--- src/rtl/huffman_mcu_arbiter_if.sv ---
`default_nettype none
// ============================================================================
//  Module      : huffman_mcu_arbiter_if
//  Description : Bundles the three per-component code-word sources and the
//                merged output stream of the MCU arbiter.
//                  src_valid/src_ready/src_last [0]=Y [1]=Cb [2]=Cr
//                  src_data  source i at [i*DATA_W +: DATA_W]
//                  out_valid/out_ready/out_data/out_comp/out_last/out_eof
//                modport slave  : arbiter side (consumes sources, drives out)
//                modport master : environment side (drives sources, sinks out)
//  Revision    : 1.0  initial release
// ============================================================================
interface huffman_mcu_arbiter_if #(
  parameter int DATA_W = 32
);
  logic [2:0]          src_valid;
  logic [2:0]          src_ready;
  logic [3*DATA_W-1:0] src_data;
  logic [2:0]          src_last;
  logic                out_valid;
  logic                out_ready;
  logic [DATA_W-1:0]   out_data;
  logic [1:0]          out_comp;
  logic                out_last;
  logic                out_eof;

  modport slave (
    input  src_valid, src_data, src_last, out_ready,
    output src_ready, out_valid, out_data, out_comp, out_last, out_eof
  );

  modport master (
    output src_valid, src_data, src_last, out_ready,
    input  src_ready, out_valid, out_data, out_comp, out_last, out_eof
  );
endinterface
`default_nettype wire

--- src/rtl/huffman_mcu_arbiter.sv ---
`default_nettype none
// ============================================================================
//  Module      : huffman_mcu_arbiter
//  Description : Merges Y/Cb/Cr Huffman code-word streams into MCU interleave
//                order (Y_PER_MCU Y blocks, C_PER_MCU Cb, C_PER_MCU Cr),
//                back-pressures the non-granted coders and tags the last
//                beat of the frame.
//  Ports       : clk, rst_n      clock, async active-low reset
//                start           frame-start pulse (honoured in IDLE only)
//                mcu_total       MCUs per frame, captured on accepted start
//                bus (slave)     source handshakes and registered output
//                busy            accepted start .. done
//                done            one-cycle pulse once the eof beat has left
//  Revision    : 1.0  initial release
// ============================================================================
module huffman_mcu_arbiter #(
  parameter int DATA_W    = 32,
  parameter int Y_PER_MCU = 4,
  parameter int C_PER_MCU = 1,
  parameter int MCU_CNT_W = 16
) (
  input  logic                 clk,
  input  logic                 rst_n,
  input  logic                 start,
  input  logic [MCU_CNT_W-1:0] mcu_total,
  huffman_mcu_arbiter_if.slave bus,
  output logic                 busy,
  output logic                 done
);

  typedef enum logic [2:0] {
    ST_IDLE  = 3'd0,
    ST_Y     = 3'd1,
    ST_CB    = 3'd2,
    ST_CR    = 3'd3,
    ST_DRAIN = 3'd4
  } state_t;

  localparam logic [2:0] c_y_blks = 3'(Y_PER_MCU);
  localparam logic [2:0] c_c_blks = 3'(C_PER_MCU);
  localparam bit         c_gray   = (C_PER_MCU == 0);

  state_t                r_state, w_state_nxt;
  logic [2:0]            r_blk_cnt, w_blk_cnt_nxt;
  logic [MCU_CNT_W-1:0]  r_mcu_cnt, w_mcu_cnt_nxt;
  logic [MCU_CNT_W-1:0]  r_mcu_total;
  logic [MCU_CNT_W-1:0]  w_mcu_inc;
  logic                  r_out_valid;
  logic [DATA_W-1:0]     r_out_data;
  logic [1:0]            r_out_comp;
  logic                  r_out_last;
  logic                  r_out_eof;
  logic                  r_busy;
  logic                  r_done;

  logic [2:0]            w_grant;
  logic [2:0]            w_src_ready;
  logic [1:0]            w_comp;
  logic [2:0]            w_blk_lim;
  logic                  w_can_load;
  logic                  w_xfer;
  logic [DATA_W-1:0]     w_sel_data;
  logic                  w_sel_last;
  logic                  w_mcu_done;
  logic                  w_eof;
  logic                  w_start_acc;
  logic                  w_done_nxt;

  assign w_mcu_inc = r_mcu_cnt + MCU_CNT_W'(1);

  // Next-state, grant and handshake decode.
  always_comb begin
    w_state_nxt   = r_state;
    w_blk_cnt_nxt = r_blk_cnt;
    w_mcu_cnt_nxt = r_mcu_cnt;
    w_grant       = 3'b000;
    w_comp        = 2'd0;
    w_blk_lim     = c_y_blks;
    w_mcu_done    = 1'b0;
    w_eof         = 1'b0;
    w_start_acc   = 1'b0;
    w_done_nxt    = 1'b0;

    // The output register can take a beat when empty or being drained.
    w_can_load = !r_out_valid || bus.out_ready;

    case (r_state)
      ST_IDLE: begin
        if (start) begin
          w_start_acc   = 1'b1;
          w_blk_cnt_nxt = 3'd0;
          w_mcu_cnt_nxt = '0;
          w_state_nxt   = (mcu_total == '0) ? ST_DRAIN : ST_Y;
        end
      end
      ST_Y: begin
        w_grant   = 3'b001;
        w_comp    = 2'd0;
        w_blk_lim = c_y_blks;
      end
      ST_CB: begin
        w_grant   = 3'b010;
        w_comp    = 2'd1;
        w_blk_lim = c_c_blks;
      end
      ST_CR: begin
        w_grant   = 3'b100;
        w_comp    = 2'd2;
        w_blk_lim = c_c_blks;
      end
      ST_DRAIN: begin
        // Wait until the eof beat has been taken downstream.
        if (!r_out_valid) begin
          w_state_nxt = ST_IDLE;
          w_done_nxt  = 1'b1;
        end
      end
      default: w_state_nxt = ST_IDLE;
    endcase

    w_src_ready = w_can_load ? w_grant : 3'b000;
    w_xfer      = |(bus.src_valid & w_src_ready);

    case (w_comp)
      2'd1:    w_sel_data = bus.src_data[DATA_W +: DATA_W];
      2'd2:    w_sel_data = bus.src_data[2*DATA_W +: DATA_W];
      default: w_sel_data = bus.src_data[0 +: DATA_W];
    endcase
    w_sel_last = bus.src_last[w_comp];

    // Grant moves only on the transfer that closes the component's last block.
    if (w_xfer && w_sel_last) begin
      if (3'(r_blk_cnt + 3'd1) == w_blk_lim) begin
        w_blk_cnt_nxt = 3'd0;
        w_mcu_done    = (r_state == ST_CR) || ((r_state == ST_Y) && c_gray);
        if (w_mcu_done) begin
          w_mcu_cnt_nxt = w_mcu_inc;
          if (w_mcu_inc == r_mcu_total) begin
            w_state_nxt = ST_DRAIN;
            w_eof       = 1'b1;
          end else begin
            w_state_nxt = ST_Y;
          end
        end else begin
          w_state_nxt = (r_state == ST_Y) ? ST_CB : ST_CR;
        end
      end else begin
        w_blk_cnt_nxt = 3'(r_blk_cnt + 3'd1);
      end
    end
  end

  always_ff @(posedge clk or negedge rst_n) begin
    if (!rst_n) begin
      r_state <= ST_IDLE;
    end else begin
      r_state <= w_state_nxt;
    end
  end

  always_ff @(posedge clk or negedge rst_n) begin
    if (!rst_n) begin
      r_blk_cnt   <= 3'd0;
      r_mcu_cnt   <= '0;
      r_mcu_total <= '0;
      r_out_valid <= 1'b0;
      r_out_data  <= '0;
      r_out_comp  <= 2'd0;
      r_out_last  <= 1'b0;
      r_out_eof   <= 1'b0;
      r_busy      <= 1'b0;
      r_done      <= 1'b0;
    end else begin
      r_blk_cnt <= w_blk_cnt_nxt;
      r_mcu_cnt <= w_mcu_cnt_nxt;
      r_done    <= w_done_nxt;
      if (w_start_acc) begin
        r_mcu_total <= mcu_total;
        r_busy      <= 1'b1;
      end else if (w_done_nxt) begin
        r_busy <= 1'b0;
      end
      if (w_xfer) begin
        r_out_valid <= 1'b1;
        r_out_data  <= w_sel_data;
        r_out_comp  <= w_comp;
        r_out_last  <= w_sel_last;
        r_out_eof   <= w_eof;
      end else if (bus.out_ready) begin
        r_out_valid <= 1'b0;
      end
    end
  end

  assign bus.src_ready = w_src_ready;
  assign bus.out_valid = r_out_valid;
  assign bus.out_data  = r_out_data;
  assign bus.out_comp  = r_out_comp;
  assign bus.out_last  = r_out_last;
  assign bus.out_eof   = r_out_eof;
  assign busy          = r_busy;
  assign done          = r_done;

endmodule
`default_nettype wire

--- src/flat_wrapper.sv ---
// flat-port wrapper written by rule: the top's interface ports become plain ports
module huffman_mcu_arbiter_flat 
#(
  parameter int DATA_W    = 32,
  parameter int Y_PER_MCU = 4,
  parameter int C_PER_MCU = 1,
  parameter int MCU_CNT_W = 16
)
  (clk, rst_n, start, mcu_total, busy, done, bus_src_valid, bus_src_data, bus_src_last, bus_out_ready, bus_src_ready, bus_out_valid, bus_out_data, bus_out_comp, bus_out_last, bus_out_eof);
  huffman_mcu_arbiter_if #(.DATA_W(DATA_W)) bus_i ();
  input  logic clk;
  input  logic rst_n;
  input  logic start;
  input  logic [MCU_CNT_W-1:0] mcu_total;
  output logic busy;
  output logic done;
  input wire logic [$bits(bus_i.src_valid)-1:0] bus_src_valid;
  input wire logic [$bits(bus_i.src_data)-1:0] bus_src_data;
  input wire logic [$bits(bus_i.src_last)-1:0] bus_src_last;
  input wire logic [$bits(bus_i.out_ready)-1:0] bus_out_ready;
  output wire logic [$bits(bus_i.src_ready)-1:0] bus_src_ready;
  output wire logic [$bits(bus_i.out_valid)-1:0] bus_out_valid;
  output wire logic [$bits(bus_i.out_data)-1:0] bus_out_data;
  output wire logic [$bits(bus_i.out_comp)-1:0] bus_out_comp;
  output wire logic [$bits(bus_i.out_last)-1:0] bus_out_last;
  output wire logic [$bits(bus_i.out_eof)-1:0] bus_out_eof;
  assign bus_i.src_valid = bus_src_valid;
  assign bus_i.src_data = bus_src_data;
  assign bus_i.src_last = bus_src_last;
  assign bus_i.out_ready = bus_out_ready;
  assign bus_src_ready = bus_i.src_ready;
  assign bus_out_valid = bus_i.out_valid;
  assign bus_out_data = bus_i.out_data;
  assign bus_out_comp = bus_i.out_comp;
  assign bus_out_last = bus_i.out_last;
  assign bus_out_eof = bus_i.out_eof;
  huffman_mcu_arbiter #(.DATA_W(DATA_W), .Y_PER_MCU(Y_PER_MCU), .C_PER_MCU(C_PER_MCU), .MCU_CNT_W(MCU_CNT_W)) u_core (.clk(clk), .rst_n(rst_n), .start(start), .mcu_total(mcu_total), .bus(bus_i), .busy(busy), .done(done));
endmodule
--- config.mk ---
export PLATFORM = sky130hd
export DESIGN_NAME = huffman_mcu_arbiter_flat
export DESIGN_NICKNAME = d
export VERILOG_FILES = /design/src/rtl/huffman_mcu_arbiter_if.sv /design/src/rtl/huffman_mcu_arbiter.sv /design/src/flat_wrapper.sv
export SDC_FILE = /design/constraint.sdc
export NUM_CORES = 1
export LEC_CHECK = 0
export CAP_MARGIN = 5
export CORE_ASPECT_RATIO = 1.4
export CORE_MARGIN = 2
export CORE_UTILIZATION = 45
export DETAILED_ROUTE_END_ITERATION = 7
export PLACE_DENSITY = 0.81
export REMOVE_ABC_BUFFERS = 1
export SLEW_MARGIN = 30
export SYNTH_ARGS = -nofsm -noshare
export SYNTH_HDL_FRONTEND = slang
export SYNTH_SLANG_ARGS = --single-unit
--- constraint.sdc ---
create_clock -name clk -period 3.02 [get_ports clk]
set_clock_uncertainty 0.1 [all_clocks]
set_input_delay 0.604 -clock clk [delete_from_list [all_inputs] [get_ports clk]]
set_output_delay 0.604 -clock clk [all_outputs]
set_load 0.02 [all_outputs]
---- After elaboration in Yosys (flattened, before gate mapping) ----
Index checks and enable logic that the tools add are counted.
word-level totals
  register bits ........................... 77
  word-level logic and storage cells ...... 73
operators by class
  bitwise gates (word level) .............. 1
  equality and inequality tests ........... 8
  reductions and logical operators ........ 13
  add/subtract/negate cells ............... 2
  $lt $le $gt $ge ......................... 1
  mux-type cells .......................... 37
operators with widths
  kind                   number
  $mux 16                5
  $pmux 32 s2            1
  $mux 3                 13
  $pmux 3 s3             2
  $add 16x1->16 const B  1
  $eq 16x16->1           1
  $logic_not 16->1       1
  $mux 1                 14
  $reduce_bool 2->1      4
  $eq 3x2->1 const B     2
  $reduce_or 3->1        2
  $pmux 2 s2             1
  $add 3x1->3 const B    1
  $and 3x3->3            1
  $eq 3x1->1 const B     1
  $eq 3x3->1             1
  $eq 3x3->1 const B     1
  $logic_not 3->1        1
  $lt 2x3->1 const B     1
  $bmux 1 s2             1
  $eq 2x1->1 const B     1
  $eq 2x2->1 const B     1
  $reduce_and 2->1       1
  $reduce_or 2->1        1
  3 further kinds        3

---- Longest topological paths before layout ----
  depth after elaboration ................. 8
  depth in mapped cells ................... 9
  mapped depth without buffers ............ 7

---- Least setup slack after synthesis ----
OpenSTA, ideal clock, no wires.
  path kind ............................... register to output
  start ................................... register u_core.r_state[2]
  end ..................................... output bus_src_ready[1]
  stages on the path, launching flop included .. 6
  setup slack ............................. 0.722 ns
  buffers on the path ..................... 3
  arrival time ............................ 1.594 ns
  cells stage by stage .................... dfrtp_1 nand2b_1 buf_2 clkbuf_1 clkbuf_1 nor3_1
between the ends
  cells in the longest elaborated chain, start to end .. 3
  elaborated cells on any way between the ends .. 5
  classes of those cells .................. eq/ne (3); mux (2)
RTL lines
  element                                          RTL line                    RTL
  start, declared                                  huffman_mcu_arbiter.sv:43   state_t r_state, w_state_nxt;
  start signal, assigned                           huffman_mcu_arbiter.sv:157  r_state <= w_state_nxt;
  $eq 3x2->1 / $eq 3x1->1 (equally long branches)  --
  $pmux 3 s3 (*)                                   huffman_mcu_arbiter.sv:87   case (r_state)
  $mux 3 (*)                                       huffman_mcu_arbiter.sv:121  w_src_ready = w_can_load ? w_grant : 3'b000;
  end, declared                                    flat_wrapper.sv:21          output wire logic [$bits(bus_i.src_ready)-1:0] bus_src_ready;
Every way passes the cells marked *; elsewhere a longest branch is shown, timed or not.

---- Worst setup path after layout ----
  start ................................... input bus_out_ready
  end ..................................... output bus_src_ready[2]
between the ends
  cells in the longest elaborated chain, start to end .. 2
RTL lines
  element           RTL line                    RTL
  start, declared   flat_wrapper.sv:20          input wire logic [$bits(bus_i.out_ready)-1:0] bus_out_ready;
  $logic_or 1x1->1  huffman_mcu_arbiter.sv:85   w_can_load = !r_out_valid || bus.out_ready;
  $mux 3            huffman_mcu_arbiter.sv:121
No other way between the ends.

==> reports/metrics.csv <==
stage,metric,value,unit
yosys,Synth Area in Compound Gates,0.150,
power_and_ir_drop,PwrDens,847,nW/um2
yosys,synthesized flop and latch total,77,
floorplanning,Die W,88.1,um
sta,Fmax,337,MHz
sta,final period utilization,0.983,
setup_path,crit path capture type,output pin,
yosys,post-synthesis mux area share,0.0797,
power_and_ir_drop,total power,0.00546,W
setup_path,Crit Path Category,input port to output pin,
setup_path,flop2flop setup slack,0.42,ns
clock_tree,H-tree depth,3,
clock_tree,Clock Latency Late Sink,0.34,ns
yosys,cells after synthesis,516,
clock_tree,CTS resizes,0,
global_routing,largest net degree at the start of global routing,69,
sta,Worst slew margin,0.563,
clock_tree,Root Buffer Master,clkbuf_16,
floorplanning,Die Y,122,um
detailed_routing,routed vias,4366,
yosys,main combinational cell family by area after synthesis,simple AND/OR/NAND/NOR gates,
floorplanning,I/O pin count,164,
placed_design,detailed placement HPWL,9760,um
finish,fin area,6450,um2
power_and_ir_drop,Worst VDD drop,470,uV
detailed_routing,Avg WL per Cell,16.4,um
yosys,Syn. warnings,0,
yosys,Synth Area in Simple Gates,0.233,
finish,most frequent cells in the layout,"162 x clkdlybuf4s50_1, 100 x nand2_1, 76 x dfrtp_1",
global_routing,vias in the first global route,4517,
detailed_routing,drt first pass iters,7,
finish,Non-Filler Instances,805,
clock_tree,Clock Tree Buf Depth,2,
floorplanning,Rows,43,
clock_tree,Sink Count,77,
setup_path,R2R cell count,7,
yosys,Syn Area/Cell,8.64,um2
finish,filler instances,819,
sta,Worst Max-Slew Pin Slew,0.656,ns
outcome,status,"finished, final reports clean",
sta,Final Setup Violations,0,
power_and_ir_drop,Comb pwr share,0.493,
floorplanning,area of the core,9790,um2
floorplanning,die area,10700,um2
detailed_routing,Post-route DRC,0,
placed_design,# port buffers,163,
global_routing,Global Route Usage Sum,0.257,
clock_tree,Clock transition at path regs,0.06,ns
power_and_ir_drop,P_sw,0.00217,W
sta,Tmin final,2.97,ns
clock_tree,"Setup Fix Bufs, Post-CTS",0,
placed_design,GP Congestion,0.903,
yosys,Yosys cell types,54,
setup_path,CP startpoint kind,input port,
global_routing,total congestion overflow,0,
detailed_routing,Vias/cell,5.42,
finish,"commonest non-fill, non-tap cell in the layout",clkdlybuf4s50_1,
power_and_ir_drop,Pleak,2.80,nW
yosys,Synth Area in XOR/XNOR,0.0486,
sta,hold violation count in the final report,0,
finish,Nets,789,
sta,fin. max-slew vios,0,
detailed_routing,antenna-violating nets left,0,
setup_path,most frequent CP cell,clkdlybuf4s50_1,
placed_design,placed cell count,789,
finish,share of layout cells above drive strength 1,0.0627,
setup_path,FF-to-FF Start,u_core.r_mcu_cnt[0],
job,Max Cap Violations,0,
floorplanning,Initial Util,0.455,
global_routing,first-pass GRT wire length,21200,um
detailed_routing,Starting DRT DRC Count,228,
placed_design,Post-DP Area,6150,um2
setup_path,CP Cell Sequence,clkdlybuf4s50_1 > nor2b_1 > nor3b_1 > buf_4 > clkdlybuf4s50_1,
sta,RSZ-0062 raised after global routing,false,
power_and_ir_drop,Sequential Power Share,0.311,
setup_path,CP peak stage delay,0.61,ns
setup_path,Worst Path Arrival,2.26,ns
yosys,"Seq/Total Area, Yosys",0.432,
setup_path,Worst Path Required,2.32,ns
clock_tree,Num CTS Buffers,9,
power_and_ir_drop,total internal power,0.00329,W
yosys,number of enable flip-flop cells after synthesis,0,
power_and_ir_drop,clock group share of total power,0.196,
setup_path,crit path max fanout,3,
yosys,prevailing post-synth register cell,dfrtp_1,
setup_path,CP max stage cell,clkdlybuf4s50_1,
yosys,Post-Syn Area,4460,um2
clock_tree,CTS tree,built,
yosys,asr flop ratio synth,1.00,
setup_path,RR Endpoint,u_core.r_state[0],
hold_path,HP Class,input port to asynchronous set/reset pin,
power_and_ir_drop,Net Sw Frac,0.398,
sta,hold_ws,0.200,ns
finish,number of diodes,0,
global_routing,initial antenna violation count,0,
clock_tree,hold_buf cts,0,
detailed_routing,Post-Route WL,13200,um
finish,Layout area overhead,44.6,%
yosys,Post-Synth Adder-Cell Area,0.00561,
[worst max-delay path: cells and delay by family]
| kind | cells | cell delay (ns) |
|---|---|---|
| buffers and inverters | 3 | 1.27 |
| and+or+nand+nor | 2 | 0.40 |
[cell usage after synthesis, drive strengths merged (5+ instances only)]
master / n / area (um2)
nand2: 100 / 375
a21oi: 35 / 175
clkbuf: 15 / 56.3
o31ai: 5 / 37.5
nand4: 8 / 50.1
nor2: 50 / 188
nand2b: 7 / 43.8
xnor2: 16 / 140
o21ai: 59 / 295
inv: 7 / 26.3
nor4: 9 / 68.8
nand3: 12 / 65.1
buf: 20 / 144
xor2: 6 / 52.6
nor3: 6 / 35.0
dfrtp: 77 / 1930
mux2i: 31 / 310
[cell families after synthesis]
family | Yosys count
simple gates | 218
compound gates | 119
flops | 77
buf+inv | 42
mux | 35
xor+xnor | 23
fa+ha+maj | 2
[power groups by stage]
stage / sequential [W] / combinational [W] / clock (W)
detailed placement: 0.00170 / 0.00270 / 0
finish: 0.00170 / 0.00269 / 0.00107
global placement: 0.00169 / 0.00262 / 0
global route: 0.00175 / 0.00295 / 0.00113
CTS: 0.00170 / 0.00271 / 0.00109
floorplan: 0.00199 / 0.00125 / 0
[layout make-up]
class                   instances  area, um2  share of cell area
clock buffers                  11        243              0.0376
repair buffers                173       1720               0.266
clock inverters                 5       50.0             0.00776
multi-input cells             397       2310               0.359
inverters                       7       26.3             0.00408
well taps                     135        169              0.0262
flip-flops and latches         77       1930               0.299
[registers in the layout (all words and copies together), names as in the netlist, 2 cells and up]
| signal | cells |
|---|---|
| u_core.bus.out_data | 32 |
| u_core.bus.out_comp | 2 |
| u_core.r_mcu_total | 16 |
| u_core.r_state | 3 |
| u_core.r_mcu_cnt | 16 |
| u_core.r_blk_cnt | 3 |
[layer usage]
layer / GRT usage / vias up / wire length (um)
li1: - / 2092 / -
met1: 0.283 / 2041 / 4760
met2: 0.433 / 202 / 6590
met3: 0.100 / 31 / 1460
met4: 0.115 / 0 / 397
met5: 0 / - / 0
[metrics by stage]
stage | setup TNS [ns] | util | worst slack (ns)
4_1_cts | 0 | 0.658 | 0.0793
3_5_place_dp | 0 | 0.629 | 0.111
3_3_place_gp | 0 | 0.629 | 0.178
6_report | 0 | 0.658 | 0.0526
2_1_floorplan | -55.10 | - | -1.30
5_1_grt | 0 | 0.658 | 0.0168
[worst max path at each step]
stage                                  end  slack [ns]  depth (start not counted)              start
global route              bus_src_ready[2]        0.02                          5      bus_out_ready
floorplan           u_core.bus.out_data[0]       -1.30                          4  u_core.r_state[2]
CTS                       bus_src_ready[2]        0.08                          5      bus_out_ready
global placement          bus_src_ready[2]        0.18                          5      bus_out_ready
finish                    bus_src_ready[2]        0.05                          5      bus_out_ready
detailed placement        bus_src_ready[2]        0.11                          5      bus_out_ready
Note: power is estimated with default switching activity, not from simulation.
